--- config.mk ---
export PLATFORM = sky130hd
export DESIGN_NAME = serial_cond_encoder
export DESIGN_NICKNAME = d
export VERILOG_FILES = /design/src/rtl/cond_pkg.sv /design/src/rtl/cond_mask_gen.sv /design/src/rtl/serial_cond_encoder.sv
export SDC_FILE = /design/constraint.sdc
export NUM_CORES = 1
export LEC_CHECK = 0
export BUFFER_PORTS_ARGS = -buffer_cell sky130_fd_sc_hd__clkbuf_2
export CORE_ASPECT_RATIO = 1.75
export CORE_MARGIN = 8
export CORE_UTILIZATION = 25
export DETAILED_ROUTE_END_ITERATION = 6
export PLACE_DENSITY_LB_ADDON = 0.15
export SLEW_MARGIN = 20
export SYNTH_ARGS = -nofsm -noshare
export SYNTH_HDL_FRONTEND = slang
export SYNTH_SLANG_ARGS = --single-unit
--- constraint.sdc ---
create_clock -name clk -period 7.6 [get_ports clk]
set_input_delay 1.52 -clock clk [delete_from_list [all_inputs] [get_ports clk]]
set_output_delay 1.52 -clock clk [all_outputs]
set_load 0.005 [all_outputs]
--- src/rtl/cond_pkg.sv ---
`default_nettype none
// ============================================================================
//  Module      : cond_pkg
//  Description : Shared FSM states, set-condition indices and canonical
//                relation codes for the condition encoder/decoder pair.
//  Revision    : 1.0  initial release
// ============================================================================
package cond_pkg;

    typedef enum logic [1:0] {
        ST_IDLE = 2'd0,
        ST_SCAN = 2'd1,
        ST_DONE = 2'd2
    } state_t;

    // Bit positions in the condition mask; shared with the set-condition unit.
    localparam int COND_LE = 0;
    localparam int COND_LT = 1;
    localparam int COND_GE = 2;
    localparam int COND_GT = 3;
    localparam int COND_EQ = 4;
    localparam int COND_NE = 5;

    localparam logic [2:0] C_CODE_NONE = 3'b000;
    localparam logic [2:0] C_CODE_LT   = 3'b001;
    localparam logic [2:0] C_CODE_GT   = 3'b011;
    localparam logic [2:0] C_CODE_EQ   = 3'b100;

endpackage
`default_nettype wire

--- src/rtl/cond_mask_gen.sv ---
`default_nettype none
// ============================================================================
//  Module      : cond_mask_gen
//  Description : Maps one-hot relation flags {lt, eq, gt} to the 6-bit
//                condition mask and canonical relation code.
//  Revision    : 1.0  initial release
// ============================================================================
module cond_mask_gen
    import cond_pkg::*;
(
    input  logic       en,
    input  logic       lt,
    input  logic       eq,
    input  logic       gt,
    output logic [2:0] code_out,
    output logic [5:0] mask
);

    always_comb begin
        code_out = C_CODE_NONE;
        mask     = '0;
        if (en) begin
            mask[COND_LE] = lt | eq;
            mask[COND_LT] = lt;
            mask[COND_GE] = gt | eq;
            mask[COND_GT] = gt;
            mask[COND_EQ] = eq;
            mask[COND_NE] = ~eq;
            // Priority order keeps code_out canonical even for illegal flag mixes.
            if (eq)      code_out = C_CODE_EQ;
            else if (gt) code_out = C_CODE_GT;
            else if (lt) code_out = C_CODE_LT;
            else         code_out = C_CODE_NONE;
        end
    end

endmodule
`default_nettype wire

--- src/rtl/serial_cond_encoder.sv ---
`default_nettype none
// ============================================================================
//  Module      : serial_cond_encoder
//  Description : MSB-first bit-serial unsigned comparator reporting the full
//                set of true condition codes over a start/valid/ready handshake.
//  Revision    : 1.0  initial release
// ============================================================================
module serial_cond_encoder
    import cond_pkg::*;
#(
    parameter int WIDTH = 16
) (
    input  logic             clk,
    input  logic             rst_n,
    input  logic             start,
    input  logic [WIDTH-1:0] a_in,
    input  logic [WIDTH-1:0] b_in,
    output logic             busy,
    output logic             res_valid,
    input  logic             res_ready,
    output logic [2:0]       code_out,
    output logic [5:0]       mask
);

    localparam int IDX_W = $clog2(WIDTH);

    state_t           state_q;
    logic [WIDTH-1:0] a_q;
    logic [WIDTH-1:0] b_q;
    logic [IDX_W-1:0] idx_q;
    logic             lt_q;
    logic             eq_q;
    logic             gt_q;
    logic             busy_q;
    logic             valid_q;

    logic             a_bit_w;
    logic             b_bit_w;

    assign a_bit_w = a_q[idx_q];
    assign b_bit_w = b_q[idx_q];

    always_ff @(posedge clk or negedge rst_n) begin
        if (!rst_n) begin
            state_q <= ST_IDLE;
            a_q     <= '0;
            b_q     <= '0;
            idx_q   <= '0;
            lt_q    <= 1'b0;
            eq_q    <= 1'b0;
            gt_q    <= 1'b0;
            busy_q  <= 1'b0;
            valid_q <= 1'b0;
        end else begin
            case (state_q)
                ST_IDLE: begin
                    if (start) begin
                        a_q     <= a_in;
                        b_q     <= b_in;
                        idx_q   <= IDX_W'(WIDTH - 1);
                        lt_q    <= 1'b0;
                        eq_q    <= 1'b0;
                        gt_q    <= 1'b0;
                        busy_q  <= 1'b1;
                        state_q <= ST_SCAN;
                    end
                end
                ST_SCAN: begin
                    // First differing bit from the MSB decides the relation.
                    if (a_bit_w && !b_bit_w) begin
                        gt_q    <= 1'b1;
                        valid_q <= 1'b1;
                        state_q <= ST_DONE;
                    end else if (!a_bit_w && b_bit_w) begin
                        lt_q    <= 1'b1;
                        valid_q <= 1'b1;
                        state_q <= ST_DONE;
                    end else if (idx_q == '0) begin
                        eq_q    <= 1'b1;
                        valid_q <= 1'b1;
                        state_q <= ST_DONE;
                    end else begin
                        idx_q <= idx_q - IDX_W'(1);
                    end
                end
                ST_DONE: begin
                    if (res_ready) begin
                        busy_q  <= 1'b0;
                        valid_q <= 1'b0;
                        state_q <= ST_IDLE;
                    end
                end
                default: begin
                    busy_q  <= 1'b0;
                    valid_q <= 1'b0;
                    state_q <= ST_IDLE;
                end
            endcase
        end
    end

    assign busy      = busy_q;
    assign res_valid = valid_q;

    cond_mask_gen u_mask_gen (
        .en       (valid_q),
        .lt       (lt_q),
        .eq       (eq_q),
        .gt       (gt_q),
        .code_out (code_out),
        .mask     (mask)
    );

endmodule
`default_nettype wire
Yosys cells after proc, flatten, opt, wreduce, memory -nomap -nowiden:

Cells that the tools add are included.

* bits in writable memories: 0
* memories: 0
* bits in latches: 0
* word-level logic and storage cells: 78
* flip-flop bits (word level): 43
* bits in read-only memories: 0

* $mul: 0
* div/mod/pow operators: 0
* add/subtract/negate cells: 1
* bitwise gates (word level): 5
* reduce and logical (&&, ||, !) cells: 15
* shift operators: 0
* eq/ne operators: 11
* order comparisons: 1
* muxes and demuxes: 36

Operator list (count)
* 4-bit 2-to-1 mux: 4
* 2-bit != test, second input constant: 8
* 1-bit 2-to-1 mux: 14
* 3-bit AND reduction: 4
* 2-bit 2-to-1 mux: 5
* 5-bit AND reduction: 2
* 3-bit 2-to-1 mux: 3
* 1-bit binary-select mux with 4-bit select: 2
* 4-bit case mux with 2 select lines: 1
* 6-bit 2-to-1 mux: 1
* 1-bit case mux with 2 select lines: 3
* 1-bit case mux with 3 select lines: 2
* 2-bit case mux with 3 select lines: 1
* 4-bit by 5-bit less-than comparator with 1-bit output, second input constant: 1
* 4-bit logical NOT: 1
* 4-bit != test, second input constant: 1
* 4-bit AND reduction: 1
* 4-bit by 1-bit subtractor with 4-bit output, second input constant: 1
* 1-bit inverter: 3
* 2-bit by 1-bit equality test with 1-bit output, second input constant: 1
* 2-bit equality test, second input constant: 1
* 1-bit logical AND: 2
* 1-bit logical NOT: 2
* 2-bit logical NOT: 1
* other kinds (3): 4

Depth between registers and ports, before layout:

Gate-level depths: netlist (run 1).

* depth in word-level cells: 7
* depth in mapped cells: 11
* gate-level depth less buffers: 9

Cells and area by module:

Synthesis (run 1) repeated with hierarchy kept, for this count alone.

* cells, all modules: 169
* area, all modules: 2143.3 sq um

By module, submodules not included
* serial_cond_encoder: sequential area each 1076.0 sq um, times used 1, cells an instance 160, area each 2074.5 sq um
* cond_mask_gen: sequential area each 0.0 sq um, times used 1, cells an instance 9, area each 68.8 sq um

Worst setup path after synthesis (run 1):

No wires, ideal clock.

* path kind: flip-flop to flip-flop
* start point: register idx_q[0]
* end point: register idx_q[1]
* buffers on the path: 2
* slack: 5.155 ns
* cell stages (with the launch flop): 12
* arrival: 2.320 ns
* required time: 7.475 ns
* cells stage by stage: dfrtp_1 -> buf_6 -> buf_12 -> mux2i_1 -> a221oi_1 -> nor2_1 -> o21a_1 -> ha_1 -> nor2_1 -> nand3_1 -> a21oi_1 -> mux2_2

* cells in the longest elaborated chain, start to end: 6
* elaborated cells between the ends (all ways): 18

RTL lines
* from (decl): line serial_cond_encoder.sv:30 `logic [IDX_W-1:0] idx_q;`
* from (signal assigned): line serial_cond_encoder.sv:60 `idx_q <= IDX_W'(WIDTH - 1);`
* from (signal assigned): line serial_cond_encoder.sv:83 `idx_q <= idx_q - IDX_W'(1);`
* 1-bit binary-select mux with 4-bit select (on tied branches): line serial_cond_encoder.sv:40, serial_cond_encoder.sv:41
* 1-bit 2-to-1 mux (on tied branches): line serial_cond_encoder.sv:40, serial_cond_encoder.sv:41
* 1-bit logical NOT (on tied branches): line serial_cond_encoder.sv:74, serial_cond_encoder.sv:70
* 1-bit logical AND (on tied branches): line serial_cond_encoder.sv:74, serial_cond_encoder.sv:70
* 2-bit != test (no line)
* 5-bit AND reduction (no line)

Several ways; a longest one is shown, not always the timed one. The select of a mux whose other input is x is not followed.
A chain may end at the register's enable or synchronous reset.

Worst setup path in the final report (run 1):

Ends and elaborated chain as after synthesis.

==> flow_summary.html, run 1 <==
<table>
<tr><th>Metric</th><th>Value</th></tr>
<tr><th colspan="2">Setup path</th></tr>
<tr><td>Reg2reg path depth</td><td>8</td></tr>
<tr><td>Reg-to-Reg End</td><td>idx_q[1]$_DFFE_PN0P_</td></tr>
<tr><td>CP max FO</td><td>16</td></tr>
<tr><td>Sort of element at the start of the critical path</td><td>flip-flop</td></tr>
<tr><td>Data arrival, critical path</td><td>3.23 ns</td></tr>
<tr><td>CP Data Required Time</td><td>7.77 ns</td></tr>
<tr><td>Critical path type</td><td>reg -&gt; reg</td></tr>
<tr><td>Startpoint of the worst register-to-register path</td><td>idx_q[0]$_DFFE_PN0P_</td></tr>
<tr><td>Worst-case register-to-register setup slack</td><td>4.53 ns</td></tr>
<tr><td>Kind of end point of the critical path</td><td>flip-flop</td></tr>
<tr><th colspan="2">Place</th></tr>
<tr><td>Worst setup slack before clock tree synthesis</td><td>4.48 ns</td></tr>
<tr><td>Total of buffers placed on input and output ports</td><td>46</td></tr>
<tr><td>Routability-driven placement congestion ratio</td><td>0.719</td></tr>
<tr><td>Half-perimeter wire length after detailed placement</td><td>3.68 mm</td></tr>
<tr><th colspan="2">STA</th></tr>
<tr><td>Remaining max-slew budget at the tightest pin</td><td>51.5%</td></tr>
<tr><td>Post-Route Skew</td><td>0.00214 ns</td></tr>
<tr><td>Max Clk Rate</td><td>0.326 GHz</td></tr>
<tr><td>Final setup vio count</td><td>0</td></tr>
<tr><td>Final Hold Vio Count</td><td>0</td></tr>
<tr><td>Actual transition at the worst max-transition pin</td><td>0.727 ns</td></tr>
<tr><td>Max-slew violation count</td><td>0</td></tr>
<tr><td>Setup slack of the critical path after layout</td><td>4.53 ns</td></tr>
<tr><td>Fin Setup TNS</td><td>0 ns</td></tr>
<tr><td>Unrepaired setup endpoints after global routing</td><td>false</td></tr>
<tr><td>Min Tclk post-route</td><td>3.07 ns</td></tr>
<tr><td>Fin crit share</td><td>40.3%</td></tr>
<tr><th colspan="2">Clock tree</th></tr>
<tr><td>Number of clock sinks seen by CTS</td><td>43</td></tr>
<tr><td>Clock tree from TritonCTS</td><td>yes</td></tr>
<tr><td>Clock insertion delay at the later pin of the skew report</td><td>0.28 ns</td></tr>
<tr><td>Hold-fix buffers at CTS</td><td>0</td></tr>
<tr><td>Post-CTS clock slew at the launch and capture registers of the worst setup and hold paths</td><td>0.06 ns</td></tr>
<tr><td>Post_cts resized</td><td>0</td></tr>
<tr><td>Buffers inserted during post-CTS setup optimization</td><td>0</td></tr>
<tr><td>Cts bufs inserted</td><td>5</td></tr>
<tr><td>Clock Path Buffers</td><td>2</td></tr>
<tr><td>CTS root buffer</td><td>sky130_fd_sc_hd__clkbuf_16</td></tr>
<tr><td># H-tree levels</td><td>2</td></tr>
<tr><th colspan="2">Drt</th></tr>
<tr><td>Vias/cell</td><td>4.67</td></tr>
<tr><td>Post-detailed-routing wire length</td><td>4.81 mm</td></tr>
<tr><td>Wire length on met3</td><td>206 µm</td></tr>
<tr><td>Count of routing violations after the opening detailed-route iteration</td><td>24</td></tr>
<tr><td>Initial DRT Pass Iterations</td><td>4</td></tr>
<tr><td>Post-detailed-route count of antenna-violating nets</td><td>0</td></tr>
<tr><td>Top layer used by detailed routing</td><td>met4</td></tr>
<tr><td>Via count</td><td>1414</td></tr>
<tr><td>Drc violations</td><td>0</td></tr>
<tr><td>Average wire per standard cell</td><td>15.9 µm</td></tr>
<tr><td>Routed wl met2</td><td>2.61 mm</td></tr>
<tr><td>Sum of routed wire segments on met1</td><td>1.89 mm</td></tr>
<tr><th colspan="2">Global routing</th></tr>
<tr><td>Overflow left after global routing</td><td>0</td></tr>
<tr><td>Initial antenna violation count</td><td>0</td></tr>
<tr><td>Via count of the first global-routing pass</td><td>1547</td></tr>
<tr><td>Global router's overall resource usage</td><td>8.88%</td></tr>
<tr><td>Global-route wire length before repair</td><td>7.89 mm</td></tr>
<tr><td>Largest net degree at the start of global routing</td><td>44</td></tr>
<tr><th colspan="2">Logic synthesis</th></tr>
<tr><td>Fraction of synthesized cell area taken by the top area cell type</td><td>50.7%</td></tr>
<tr><td>Main synth FF type</td><td>sky130_fd_sc_hd__dfrtp_1</td></tr>
<tr><td>Number of distinct library cell variants in the gate-level netlist after synthesis</td><td>33</td></tr>
<tr><td>Dominant cell by count in the synthesized netlist</td><td>sky130_fd_sc_hd__dfrtp_1</td></tr>
<tr><td>Netlist area before placement</td><td>2120 µm²</td></tr>
<tr><td>Cell type contributing the most total cell area after synthesis</td><td>sky130_fd_sc_hd__dfrtp_1</td></tr>
<tr><td>Flip-flop and latch count after synthesis</td><td>43</td></tr>
<tr><td>Synthesized netlist net count</td><td>205</td></tr>
<tr><td>Arithmetic-cell share of the synthesized area counting full adders, half adders and majority gates</td><td>1.77%</td></tr>
<tr><td>Synthesized instance count</td><td>166</td></tr>
<tr><td>Largest cells by area after synthesis</td><td>sky130_fd_sc_hd__dfrtp_1 51%, sky130_fd_sc_hd__mux2_2 16%, sky130_fd_sc_hd__mux2i_1 3.8%</td></tr>
<tr><td>Warning count from the yosys run</td><td>0</td></tr>
<tr><td>Post-synthesis mux area share</td><td>25.9%</td></tr>
<tr><td>Number of enable-type register cells in the synthesized netlist</td><td>0</td></tr>
<tr><td>Xor/xnor cell area share of the yosys netlist</td><td>0%</td></tr>
<tr><td>Post-synthesis sequential area ratio</td><td>50.7%</td></tr>
<tr><td>Leading post-synthesis cells by instance count</td><td>43 x sky130_fd_sc_hd__dfrtp_1, 30 x sky130_fd_sc_hd__mux2_2</td></tr>
<tr><td>Post-Synth Simple-Gate Area</td><td>7.73%</td></tr>
<tr><td>Largest family of logic cells by synthesized area</td><td>multiplexers</td></tr>
<tr><td>Compound-Gate Fraction of Synth Area</td><td>8.61%</td></tr>
<tr><td>Syn Area/Cell</td><td>12.8 µm²</td></tr>
<tr><td>Async set-reset flop share out of synthesis</td><td>100%</td></tr>
<tr><th colspan="2">Worst hold path</th></tr>
<tr><td>Worst hold path startpoint</td><td>a_q[15]$_DFFE_PN0P_</td></tr>
<tr><td>Number of cells traversed by the worst hold path</td><td>1</td></tr>
<tr><td>HP Class</td><td>reg -&gt; reg</td></tr>
<tr><td>Terminating pin of the worst hold path</td><td>a_q[15]$_DFFE_PN0P_</td></tr>
<tr><th colspan="2">Power and ir drop</th></tr>
<tr><td>Power per Cell Area</td><td>407 nW/µm²</td></tr>
<tr><td>Peak supply drop</td><td>0.176 mV</td></tr>
<tr><td>Total leakage power</td><td>1.24 nW</td></tr>
<tr><th colspan="2">Die</th></tr>
<tr><td>Placeable core region</td><td>8260 µm²</td></tr>
<tr><td>Die H</td><td>138 µm</td></tr>
<tr><td>Floorplan row count</td><td>44</td></tr>
<tr><td>Die W</td><td>85.6 µm</td></tr>
<tr><td>Area enclosed by the die boundary</td><td>11800 µm²</td></tr>
<tr><td>Starting density of the core</td><td>25.7%</td></tr>
<tr><td>Count of pins on the block boundary</td><td>47</td></tr>
<tr><th colspan="2">Layout</th></tr>
<tr><td>Fraction of final layout cells sized beyond drive strength 1</td><td>41.7%</td></tr>
<tr><td>Finished Core Util</td><td>31.0%</td></tr>
<tr><td>Final net count</td><td>250</td></tr>
<tr><td>Area growth syn-to-layout</td><td>20.6%</td></tr>
<tr><td>Ant. Diodes</td><td>0</td></tr>
<tr><td>Filler cell count</td><td>873</td></tr>
<tr><th colspan="2">Run</th></tr>
<tr><td>Max-cap violations</td><td>0</td></tr>
<tr><th colspan="2">Status</th></tr>
<tr><td>Result of the run</td><td>finished clean</td></tr>
</table>
report_power, final:
part / leakage, nW / switching [mW] / internal, mW
sequential: 0.501 / 0.0864 / 0.337
clock: 0.0769 / 0.0833 / 0.153
combinational: 0.659 / 0.161 / 0.222
critical path: stages, from the launching register on:
cell and delay (ns):
sky130_fd_sc_hd__dfrtp_1 0.81, sky130_fd_sc_hd__mux4_2 0.60, sky130_fd_sc_hd__a22oi_1 0.24, sky130_fd_sc_hd__o21ai_1 0.10
sky130_fd_sc_hd__ha_1 0.26, sky130_fd_sc_hd__nor2_1 0.13, sky130_fd_sc_hd__nand3_1 0.09, sky130_fd_sc_hd__a21oi_1 0.34
sky130_fd_sc_hd__mux2_2 0.37
flip-flops by register name (all words and copies together) (netlist names):
signal,cells
b_q,16
lt_q,1
state_q,2
res_valid,1
busy,1
a_q,16
gt_q,1
idx_q,4
eq_q,1
cell usage in the layout, fill, tap and decap left out, drive strengths merged:
master	netlist	final
mux2	33	33
nand3	3	3
a2bb2oi	1	1
a22o	1	1
nor2	8	8
a21oi	4	4
o21ai	3	3
buf	10	2
dfrtp	43	43
o22ai	1	1
nand3b	1	1
mux2i	8	8
or3b	1	1
nand2	8	8
nor3	4	4
mux4	4	4
bufinv	0	1
o41ai	1	1
inv	8	8
nor2b	3	3
a221oi	4	4
a31oi	2	2
ha	3	3
nor3b	1	1
a22oi	2	2
nand2b	2	2
clkbuf	0	52
o21a	5	5
a21o	2	2
layout make-up:
| cell class | count | area, µm² | area share (%) |
|---|---|---|---|
| Tap cell | 92 | 115 | 4.50 |
| Sequential cell | 43 | 1080 | 42.1 |
| Inverter | 8 | 30.0 | 1.17 |
| Clock buffer | 6 | 129 | 5.04 |
| Multi-Input combinational cell | 105 | 933 | 36.5 |
| Clock inverter | 1 | 30.0 | 1.17 |
| Timing Repair Buffer | 48 | 245 | 9.58 |
stage by stage:
stage / hold WS [ns] / cell area, µm² / instances / total power, mW
after floorplan: 0.449 / 2120 / 166 / 0.728
after global placement: 0.466 / 2400 / 296 / 0.821
after detailed placement: 0.472 / 2400 / 296 / 0.825
after CTS: 0.486 / 2560 / 303 / 1.07
after global routing: 0.506 / 2560 / 303 / 1.13
final: 0.480 / 2560 / 303 / 1.04
kinds of logic after synthesis:
logic type               after synthesis
AO/OA/AOI/OAI                         26
adder cells (fa/ha/maj)                3
buffers and inverters                 18
flip-flops                            43
multiplexers                          45
AND/OR/NAND/NOR                       31
metal layers:
metal | vias up | GRT usage [%]
met2 | 33 | 15.9
met3 | 6 | 2.69
met4 | 0 | 4.71
met5 | - | 0
met1 | 689 | 9.01
li1 | 686 | -
worst max-delay path by stage:
stage	startpoint	endpoint	slack (ns)	cells past startpoint
4_1_cts	idx_q[0]$_DFFE_PN0P_	idx_q[1]$_DFFE_PN0P_	4.46	8
5_1_grt	idx_q[0]$_DFFE_PN0P_	idx_q[1]$_DFFE_PN0P_	4.31	9
3_5_place_dp	idx_q[0]$_DFFE_PN0P_	idx_q[1]$_DFFE_PN0P_	4.48	8
6_report	idx_q[0]$_DFFE_PN0P_	idx_q[1]$_DFFE_PN0P_	4.53	8
3_3_place_gp	idx_q[0]$_DFFE_PN0P_	idx_q[1]$_DFFE_PN0P_	4.55	8
2_1_floorplan	idx_q[0]$_DFFE_PN0P_	idx_q[1]$_DFFE_PN0P_	5.16	11
(Power assumes the default switching activity.)
==> run 2: changes to the inputs <==
ABC_AREA = 1   (was not set)
clock period = 2.5 ns   (was 7.6 ns; I/O delays follow)
==> run 2 against run 1 <==
  * Highest routed layer unchanged
  * Largest power group is now combinational logic
  * Via count grew 33%
  * Worst setup slack lost 4.3 ns
  * Combinational power grew to 4.0 times the previous value
==> flow_summary.html, run 2 <==
<table>
<tr><th>Metric</th><th>Value</th></tr>
<tr><th colspan="2">Layout</th></tr>
<tr><td>Filler cell count</td><td>982 (+12%)</td></tr>
<tr><td>Area used by multi-input combinational logic</td><td>927 µm² (-0.67%)</td></tr>
<tr><td>Area growth syn-to-layout</td><td>21.2%</td></tr>
<tr><td>Final net count</td><td>383 (+53%)</td></tr>
<tr><td>Ant. Diodes</td><td>0 (unchanged)</td></tr>
<tr><td>Fraction of final layout cells sized beyond drive strength 1</td><td>21.0% (-21 points)</td></tr>
<tr><td>FF+latch area</td><td>1080 µm² (unchanged)</td></tr>
<tr><td>Commonest non-fill, non-tap cells in the layout</td><td>132 x sky130_fd_sc_hd__nand2_1, 46 x sky130_fd_sc_hd__clkbuf_2, 43 x sky130_fd_sc_hd__dfrtp_1</td></tr>
<tr><td>Biggest regs</td><td>a_q x16, b_q x16, idx_q x4</td></tr>
<tr><td>Most frequent standard cell in the layout excluding fill and tap cells</td><td>sky130_fd_sc_hd__nand2_1</td></tr>
<tr><td>Finished Cell Area</td><td>2690 µm² (+4.9%)</td></tr>
<tr><th colspan="2">Place</th></tr>
<tr><td>Half-perimeter wire length after detailed placement</td><td>4.31 mm (+17%)</td></tr>
<tr><td>Total of buffers placed on input and output ports</td><td>46 (unchanged)</td></tr>
<tr><td>Cell area after placement</td><td>2560 µm² (+6.5%)</td></tr>
<tr><td>Worst setup slack before clock tree synthesis</td><td>0.264 ns (-4.21 ns)</td></tr>
<tr><td>Routability-driven placement congestion ratio</td><td>0.805 (+12%)</td></tr>
<tr><th colspan="2">Logic synthesis</th></tr>
<tr><td>Warning count from the yosys run</td><td>0 (unchanged)</td></tr>
<tr><td>Number of distinct library cell variants in the gate-level netlist after synthesis</td><td>20 (-39%)</td></tr>
<tr><td>Synthesized netlist net count</td><td>338 (+65%)</td></tr>
<tr><td>Main synth FF type</td><td>sky130_fd_sc_hd__dfrtp_1</td></tr>
<tr><td>Flip-flop and latch count after synthesis</td><td>43 (unchanged)</td></tr>
<tr><td>Number of enable-type register cells in the synthesized netlist</td><td>0 (unchanged)</td></tr>
<tr><td>Synthesized instance count</td><td>299 (+80%)</td></tr>
<tr><td>Largest cells by area after synthesis</td><td>sky130_fd_sc_hd__dfrtp_1 49%, sky130_fd_sc_hd__nand2_1 22%, sky130_fd_sc_hd__nand3_1 5.4%</td></tr>
<tr><td>Netlist area before placement</td><td>2210 µm² (+4.4%)</td></tr>
<tr><td>Dominant cell by count in the synthesized netlist</td><td>sky130_fd_sc_hd__nand2_1</td></tr>
<tr><td>Fraction of synthesized cell area taken by the top area cell type</td><td>48.6% (-2.1 points)</td></tr>
<tr><td>Cell type contributing the most total cell area after synthesis</td><td>sky130_fd_sc_hd__dfrtp_1</td></tr>
<tr><td>Async set-reset flop share out of synthesis</td><td>100% (unchanged)</td></tr>
<tr><td>Leading post-synthesis cells by instance count</td><td>132 x sky130_fd_sc_hd__nand2_1, 43 x sky130_fd_sc_hd__dfrtp_1, 25 x sky130_fd_sc_hd__inv_1, 24 x sky130_fd_sc_hd__nand3_1, 15 x sky130_fd_sc_hd__nor2_1</td></tr>
<tr><td>Syn Area/Cell</td><td>7.41 µm² (-42%)</td></tr>
<tr><td>Post-synthesis sequential area ratio</td><td>48.6% (-2.1 points)</td></tr>
<tr><th colspan="2">Clock tree</th></tr>
<tr><td>Clock Path Buffers</td><td>2 (unchanged)</td></tr>
<tr><td>Clock tree from TritonCTS</td><td>yes</td></tr>
<tr><td>Buffers inserted during post-CTS setup optimization</td><td>0 (unchanged)</td></tr>
<tr><td>Clock insertion delay at the later pin of the skew report</td><td>0.28 ns (about the same)</td></tr>
<tr><td>Hold-fix buffers at CTS</td><td>0 (unchanged)</td></tr>
<tr><td># H-tree levels</td><td>2 (unchanged)</td></tr>
<tr><td>CTS root buffer</td><td>sky130_fd_sc_hd__clkbuf_16</td></tr>
<tr><td>Post-CTS clock slew at the launch and capture registers of the worst setup and hold paths</td><td>0.06 ns (about the same)</td></tr>
<tr><td>Post_cts resized</td><td>0 (unchanged)</td></tr>
<tr><td>Number of clock sinks seen by CTS</td><td>43 (unchanged)</td></tr>
<tr><td>Cts bufs inserted</td><td>5 (unchanged)</td></tr>
<tr><th colspan="2">Setup path</th></tr>
<tr><td>Reg2reg path depth</td><td>12 (+4)</td></tr>
<tr><td>Slowest stage delay, CP</td><td>0.45 ns (-0.36 ns)</td></tr>
<tr><td>Dominant cell type by count on the critical path</td><td>sky130_fd_sc_hd__nand2_1</td></tr>
<tr><td>Sort of element at the start of the critical path</td><td>flip-flop</td></tr>
<tr><td>CP max FO</td><td>9 (-7)</td></tr>
<tr><td>Data arrival, critical path</td><td>2.45 ns (-0.78 ns)</td></tr>
<tr><td>CP Data Required Time</td><td>2.71 ns (-5.06 ns)</td></tr>
<tr><td>Kind of end point of the critical path</td><td>flip-flop</td></tr>
<tr><td>Critical path type</td><td>reg -&gt; reg</td></tr>
<tr><td>Cell-by-cell trace of the critical path</td><td>buf_4, or2_2, nand3_1, nand3_1, nand2_1, nand2_1, ha_1, o21ai_0, nand2_1, nor2_4, nand2_1, o21ai_1</td></tr>
<tr><td>CP max-delay cell</td><td>sky130_fd_sc_hd__dfrtp_1</td></tr>
<tr><td>Worst-case register-to-register setup slack</td><td>0.26 ns (-4.28 ns)</td></tr>
<tr><th colspan="2">Global routing</th></tr>
<tr><td>GR Util met2</td><td>17.5% (+1.6 points)</td></tr>
<tr><td>Overflow left after global routing</td><td>0 (unchanged)</td></tr>
<tr><td>Via count of the first global-routing pass</td><td>1934 (+25%)</td></tr>
<tr><td>Largest net degree at the start of global routing</td><td>44 (unchanged)</td></tr>
<tr><td>Initial antenna violation count</td><td>0 (unchanged)</td></tr>
<tr><td>Met3 usage in global routing</td><td>2.23% (-0.46 points)</td></tr>
<tr><td>Routing usage on met1</td><td>10.5% (+1.5 points)</td></tr>
<tr><td>Gr busiest metal</td><td>met2</td></tr>
<tr><td>Global router's overall resource usage</td><td>9.80% (+0.92 points)</td></tr>
<tr><td>Global-route wire length before repair</td><td>9.29 mm (+18%)</td></tr>
<tr><th colspan="2">Die</th></tr>
<tr><td>Floorplan row count</td><td>45 (+2.3%)</td></tr>
<tr><td>Starting density of the core</td><td>25.5% (-0.14 points)</td></tr>
<tr><td>Placeable core region</td><td>8670 µm² (+5.0%)</td></tr>
<tr><td>Count of pins on the block boundary</td><td>47 (unchanged)</td></tr>
<tr><td>Die W</td><td>87.1 µm (+1.8%)</td></tr>
<tr><td>Area enclosed by the die boundary</td><td>12200 µm² (+3.7%)</td></tr>
<tr><td>Die H</td><td>141 µm (+1.9%)</td></tr>
<tr><th colspan="2">Power and ir drop</th></tr>
<tr><td>Power per Cell Area</td><td>1250 nW/µm² (+210%)</td></tr>
<tr><td>Peak supply drop</td><td>0.407 mV (+130%)</td></tr>
<tr><td>Final Total Pwr</td><td>3.37 mW (+220%)</td></tr>
<tr><td>Total leakage power</td><td>1.47 nW (+19%)</td></tr>
<tr><th colspan="2">Drt</th></tr>
<tr><td>Average wire per standard cell</td><td>12.1 µm (-24%)</td></tr>
<tr><td>Count of routing violations after the opening detailed-route iteration</td><td>78 (+230%)</td></tr>
<tr><td>Via count</td><td>1887 (+33%)</td></tr>
<tr><td>Post-detailed-route count of antenna-violating nets</td><td>0 (unchanged)</td></tr>
<tr><td>Drc violations</td><td>0 (unchanged)</td></tr>
<tr><td>Initial DRT Pass Iterations</td><td>4 (unchanged)</td></tr>
<tr><td>Vias/cell</td><td>4.10 (-12%)</td></tr>
<tr><td>Post-detailed-routing wire length</td><td>5.57 mm (+16%)</td></tr>
<tr><th colspan="2">STA</th></tr>
<tr><td>Fin Setup TNS</td><td>0 ns (unchanged)</td></tr>
<tr><td>Post-Route Skew</td><td>0.00451 ns (+0.00237 ns)</td></tr>
<tr><td>Unrepaired setup endpoints after global routing</td><td>false</td></tr>
<tr><td>Setup slack of the critical path after layout</td><td>0.257 ns (-4.28 ns)</td></tr>
<tr><td>Fin crit share</td><td>89.7% (+49 points)</td></tr>
<tr><td>Final Hold Vio Count</td><td>0 (unchanged)</td></tr>
<tr><td>Actual transition at the worst max-transition pin</td><td>0.573 ns (-0.155 ns)</td></tr>
<tr><td>Min Tclk post-route</td><td>2.24 ns (-0.822 ns)</td></tr>
<tr><td>Remaining max-slew budget at the tightest pin</td><td>61.8% (+10 points)</td></tr>
<tr><td>Final setup vio count</td><td>0 (unchanged)</td></tr>
<tr><td>Max-slew violation count</td><td>0 (unchanged)</td></tr>
<tr><td>Max Clk Rate</td><td>0.446 GHz (+37%)</td></tr>
<tr><th colspan="2">Status</th></tr>
<tr><td>Result of the run</td><td>finished clean</td></tr>
<tr><th colspan="2">Run</th></tr>
<tr><td>Max-cap violations</td><td>0 (unchanged)</td></tr>
<tr><th colspan="2">Worst hold path</th></tr>
<tr><td>HP Class</td><td>in -&gt; async</td></tr>
</table>
-- run 2: cell types whose count changed in the layout (fill, tap and decap cells not counted), sizes merged, moves of 4 or more --
| cell | delta |
|---|---|
| a221oi | -4 |
| inv | +25 |
| mux2 | -33 |
| mux2i | -8 |
| mux4 | -4 |
| nand2 | +124 |
| nand3 | +22 |
| nor2 | +12 |
| nor3 | -4 |
| o21a | -4 |
| o21ai | +20 |
-- run 2: layer usage --
layer  wire length, µm  up-vias
met5                 0        -
met4               109        0
met3               191        6
met2              2980       33
met1              2290      845
li1                  -     1003
-- run 2: kinds of logic (layout without fill, tap and decap cells) --
logic type / count (synthesis) / after routing / synth area share [%]
simple gates: 180 / 180 / 34.0
buf+inv: 46 / 90 / 9.55
flops: 43 / 43 / 48.6
compound gates: 27 / 27 / 6.21
fa+ha+maj: 3 / 3 / 1.70
-- run 2: path summary, 6_finish.rpt --
check	startpoint	to
setup reg to reg	idx_q[0]$_DFFE_PN0P_	idx_q[2]$_DFFE_PN0P_
hold / removal	rst_n	a_q[6]$_DFFE_PN0P_
min in group clk	a_in[0]	a_q[0]$_DFFE_PN0P_
hold reg to reg	a_q[0]$_DFFE_PN0P_	a_q[0]$_DFFE_PN0P_
max in group asynchronous	rst_n	state_q[0]$_DFFE_PN0P_
setup / recovery	idx_q[0]$_DFFE_PN0P_	idx_q[2]$_DFFE_PN0P_
-- run 2: metrics by stage --
step                utilization, %  cells  hold WS (ns)
floorplan                        -    299         0.204
global placement              29.5    454         0.457
detailed placement            29.5    454         0.459
CTS                           31.0    460         0.324
global route                  31.0    460         0.343
finish                        31.0    460         0.295
-- run 2: power breakdown --
part	switching [mW]	internal [mW]	total (mW)
clock	0.248	0.359	0.607
sequential	0.202	1.03	1.23
combinational	0.962	0.570	1.53
total	1.41	1.96	3.37
-- run 2: area by class of cell --
cell class                      instances  share of cell area [%]
Inverter                               33                    4.71
Sequential cell                        43                    40.1
Multi-Input combinational cell        210                    34.5
Tap cell                              117                    5.45
Timing Repair Buffer                   51                    10.4
Clock buffer                            6                    4.80
-- run 2: worst max-delay path: cells and delay by family (launching register included) --
kind	cells	cell delay [ns]
simple gates	8	1.00
flops	1	0.45
compound gates	2	0.31
buf+inv	1	0.20
fa+ha+maj	1	0.19
==> run 3: changes to the inputs <==
PLACE_DENSITY_LB_ADDON = not set   (was 0.15)
SKIP_CTS_REPAIR_TIMING = 1   (was not set)
==> run 3 against run 2 <==
  * Register-to-register slack got worse by 0.02 ns
  * Via count rose by 2.8%
  * Critical endpoint is now idx_q[0]$_DFFE_PN0P_
  * Core utilization barely moved
  * Critical path depth did not move
  * Clock-buffer cell count did not move
  * Hold slack got worse by 0.015 ns
  * Design area barely moved
  * Die area did not move
  * Clock power rose by 5.9%
==> flow_summary.html, run 3 (synthesis gave the netlist of run 2 again) <==
<table>
<tr><th>Metric</th><th>Value</th></tr>
<tr><th colspan="2">Run</th></tr>
<tr><td>Max-cap violations</td><td>0 (unchanged)</td></tr>
<tr><th colspan="2">Place</th></tr>
<tr><td># placed instances</td><td>454 (unchanged)</td></tr>
<tr><td>Total of buffers placed on input and output ports</td><td>46 (unchanged)</td></tr>
<tr><td>Half-perimeter wire length after detailed placement</td><td>4.09 mm (-5.1%)</td></tr>
<tr><td>Cell area after placement</td><td>2540 µm² (-0.49%)</td></tr>
<tr><td>Routability-driven placement congestion ratio</td><td>0.852 (+5.8%)</td></tr>
<tr><td>Worst setup slack before clock tree synthesis</td><td>0.210 ns (-0.0546 ns)</td></tr>
<tr><th colspan="2">Drt</th></tr>
<tr><td>Vias/cell</td><td>4.21 (+2.6%)</td></tr>
<tr><td>Count of routing violations after the opening detailed-route iteration</td><td>105 (+35%)</td></tr>
<tr><td>Post-detailed-routing wire length</td><td>5.18 mm (-7.1%)</td></tr>
<tr><td>Post-detailed-route count of antenna-violating nets</td><td>0 (unchanged)</td></tr>
<tr><td>Via count</td><td>1940 (+2.8%)</td></tr>
<tr><td>Drc violations</td><td>0 (unchanged)</td></tr>
<tr><td>Initial DRT Pass Iterations</td><td>4 (unchanged)</td></tr>
<tr><td>Average wire per standard cell</td><td>11.2 µm (-7.3%)</td></tr>
<tr><th colspan="2">Die</th></tr>
<tr><td>Die H</td><td>141 µm (unchanged)</td></tr>
<tr><td>Floorplan row count</td><td>45 (unchanged)</td></tr>
<tr><td>Count of pins on the block boundary</td><td>47 (unchanged)</td></tr>
<tr><td>Starting density of the core</td><td>25.5% (unchanged)</td></tr>
<tr><td>Die W</td><td>87.1 µm (unchanged)</td></tr>
<tr><td>Area enclosed by the die boundary</td><td>12200 µm² (unchanged)</td></tr>
<tr><td>Placeable core region</td><td>8670 µm² (unchanged)</td></tr>
<tr><th colspan="2">Setup path</th></tr>
<tr><td>CP Data Required Time</td><td>2.70 ns (about the same)</td></tr>
<tr><td>Sort of element at the start of the critical path</td><td>flip-flop</td></tr>
<tr><td>Worst-case register-to-register setup slack</td><td>0.23 ns (-0.02 ns)</td></tr>
<tr><td>Reg-to-Reg End</td><td>idx_q[0]$_DFFE_PN0P_</td></tr>
<tr><td>CP max FO</td><td>12 (+3)</td></tr>
<tr><td>Reg2reg path depth</td><td>12 (unchanged)</td></tr>
<tr><td>Critical path type</td><td>reg -&gt; reg</td></tr>
<tr><td>Startpoint of the worst register-to-register path</td><td>idx_q[0]$_DFFE_PN0P_</td></tr>
<tr><td>Data arrival, critical path</td><td>2.47 ns (+0.02 ns)</td></tr>
<tr><td>Kind of end point of the critical path</td><td>flip-flop</td></tr>
<tr><th colspan="2">Layout</th></tr>
<tr><td>Area used by multi-input combinational logic</td><td>927 µm² (unchanged)</td></tr>
<tr><td>Finished Core Util</td><td>31.0% (about the same)</td></tr>
<tr><td>Biggest regs</td><td>a_q x16, b_q x16, idx_q x4</td></tr>
<tr><td>Filler cell count</td><td>985 (+0.31%)</td></tr>
<tr><td>Finished Cell Area</td><td>2690 µm² (about the same)</td></tr>
<tr><td>Fraction of final layout cells sized beyond drive strength 1</td><td>21.5% (+0.52 points)</td></tr>
<tr><td>Most frequent standard cell in the layout excluding fill and tap cells</td><td>sky130_fd_sc_hd__nand2_1</td></tr>
<tr><td>Ant. Diodes</td><td>0 (unchanged)</td></tr>
<tr><td>Final net count</td><td>383 (unchanged)</td></tr>
<tr><td>Commonest non-fill, non-tap cells in the layout</td><td>132 x sky130_fd_sc_hd__nand2_1, 46 x sky130_fd_sc_hd__clkbuf_2, 43 x sky130_fd_sc_hd__dfrtp_1</td></tr>
<tr><td>FF+latch area</td><td>1080 µm² (unchanged)</td></tr>
<tr><td>Area growth syn-to-layout</td><td>21.4% (about the same)</td></tr>
<tr><td>Post-layout instance count excluding filler cells</td><td>461 (+0.22%)</td></tr>
<tr><th colspan="2">STA</th></tr>
<tr><td>Remaining max-slew budget at the tightest pin</td><td>63.1% (+1.3 points)</td></tr>
<tr><td>Fin crit share</td><td>90.6% (+0.90 points)</td></tr>
<tr><td>Unrepaired setup endpoints after global routing</td><td>false</td></tr>
<tr><td>Actual transition at the worst max-transition pin</td><td>0.553 ns (-0.0199 ns)</td></tr>
<tr><td>Min Tclk post-route</td><td>2.27 ns (+0.0226 ns)</td></tr>
<tr><td>Post-Route Skew</td><td>0.00346 ns (-0.00106 ns)</td></tr>
<tr><td>Fin Setup TNS</td><td>0 ns (unchanged)</td></tr>
<tr><td>Final setup vio count</td><td>0 (unchanged)</td></tr>
<tr><td>Max-slew violation count</td><td>0 (unchanged)</td></tr>
<tr><td>Worst hold slack</td><td>0.280 ns (-0.0151 ns)</td></tr>
<tr><td>Setup slack of the critical path after layout</td><td>0.234 ns (-0.0226 ns)</td></tr>
<tr><td>Final Hold Vio Count</td><td>0 (unchanged)</td></tr>
<tr><td>Max Clk Rate</td><td>0.441 GHz (-1.0%)</td></tr>
<tr><th colspan="2">Power and ir drop</th></tr>
<tr><td>Peak supply drop</td><td>0.376 mV (-7.5%)</td></tr>
<tr><td>Total leakage power</td><td>1.47 nW (+0.43%)</td></tr>
<tr><td>Final Total Pwr</td><td>3.37 mW (about the same)</td></tr>
<tr><td>Power per Cell Area</td><td>1250 nW/µm² (-0.16%)</td></tr>
<tr><th colspan="2">Clock tree</th></tr>
<tr><td>Cts bufs inserted</td><td>5 (unchanged)</td></tr>
<tr><td>Number of clock sinks seen by CTS</td><td>43 (unchanged)</td></tr>
<tr><td># H-tree levels</td><td>2 (unchanged)</td></tr>
<tr><td>Clock insertion delay at the later pin of the skew report</td><td>0.28 ns (about the same)</td></tr>
<tr><td>CTS root buffer</td><td>sky130_fd_sc_hd__clkbuf_16</td></tr>
<tr><td>Clock tree from TritonCTS</td><td>yes</td></tr>
<tr><td>Post-CTS clock slew at the launch and capture registers of the worst setup and hold paths</td><td>0.06 ns (about the same)</td></tr>
<tr><td>Clock Path Buffers</td><td>2 (unchanged)</td></tr>
<tr><th colspan="2">Global routing</th></tr>
<tr><td>Initial antenna violation count</td><td>0 (unchanged)</td></tr>
<tr><td>Global-route wire length before repair</td><td>8.88 mm (-4.5%)</td></tr>
<tr><td>Via count of the first global-routing pass</td><td>2033 (+5.1%)</td></tr>
<tr><td>Global router's overall resource usage</td><td>9.24% (-0.56 points)</td></tr>
<tr><td>Overflow left after global routing</td><td>0 (unchanged)</td></tr>
<tr><td>Largest net degree at the start of global routing</td><td>50 (+14%)</td></tr>
<tr><th colspan="2">Worst hold path</th></tr>
<tr><td>HP Class</td><td>in -&gt; async</td></tr>
<tr><th colspan="2">Status</th></tr>
<tr><td>Result of the run</td><td>finished clean</td></tr>
</table>
## run 3: worst max-delay path, cell delays in order (launching register included)
cell                      delay [ns]
sky130_fd_sc_hd__dfrtp_1        0.51
sky130_fd_sc_hd__buf_4          0.23
sky130_fd_sc_hd__or2_2          0.29
sky130_fd_sc_hd__nand3_1        0.07
sky130_fd_sc_hd__nand3_1        0.07
sky130_fd_sc_hd__nand2_1        0.08
sky130_fd_sc_hd__nand2_1        0.09
sky130_fd_sc_hd__ha_1           0.20
sky130_fd_sc_hd__o21ai_0        0.20
sky130_fd_sc_hd__nand2_1        0.12
sky130_fd_sc_hd__nor2_4         0.18
sky130_fd_sc_hd__nand2_1        0.07
sky130_fd_sc_hd__o21ai_1        0.08
## run 3: how the worst max path moves through the flow
stage / start / endpoint / cells after the start
6_report: idx_q[0]$_DFFE_PN0P_ / idx_q[0]$_DFFE_PN0P_ / 12
5_1_grt: idx_q[0]$_DFFE_PN0P_ / idx_q[1]$_DFFE_PN0P_ / 14
4_1_cts: idx_q[0]$_DFFE_PN0P_ / idx_q[0]$_DFFE_PN0P_ / 12
3_5_place_dp: idx_q[0]$_DFFE_PN0P_ / idx_q[1]$_DFFE_PN0P_ / 12
3_3_place_gp: idx_q[0]$_DFFE_PN0P_ / idx_q[1]$_DFFE_PN0P_ / 12
2_1_floorplan: idx_q[0]$_DFFE_PN0P_ / idx_q[1]$_DFFE_PN0P_ / 13
## run 3: area by class of cell
| cell class | count | share of cell area (%) |
|---|---|---|
| flip-flops and latches | 43 | 40.0 |
| multi-input cells | 210 | 34.5 |
| clock buffers | 6 | 5.17 |
| well taps | 117 | 5.45 |
| clock inverters | 1 | 0.186 |
| inverters | 33 | 4.70 |
| repair buffers | 51 | 9.96 |
## run 3: layer usage
metal / part of all wire [%] / vias to the layer above / track usage [%]
li1: - / 1002 / -
met1: 37 / 903 / 8.79
met2: 56 / 27 / 17.3
met3: 4.2 / 8 / 2.40
met4: 2.5 / 0 / 4.74
met5: 0 / - / 0
## run 3: power by group
group / total, mW / switching [mW] / leakage (nW) / internal [mW]
clock network: 0.643 / 0.253 / 0.0727 / 0.390
registers: 1.25 / 0.221 / 0.529 / 1.03
logic: 1.48 / 0.924 / 0.872 / 0.551
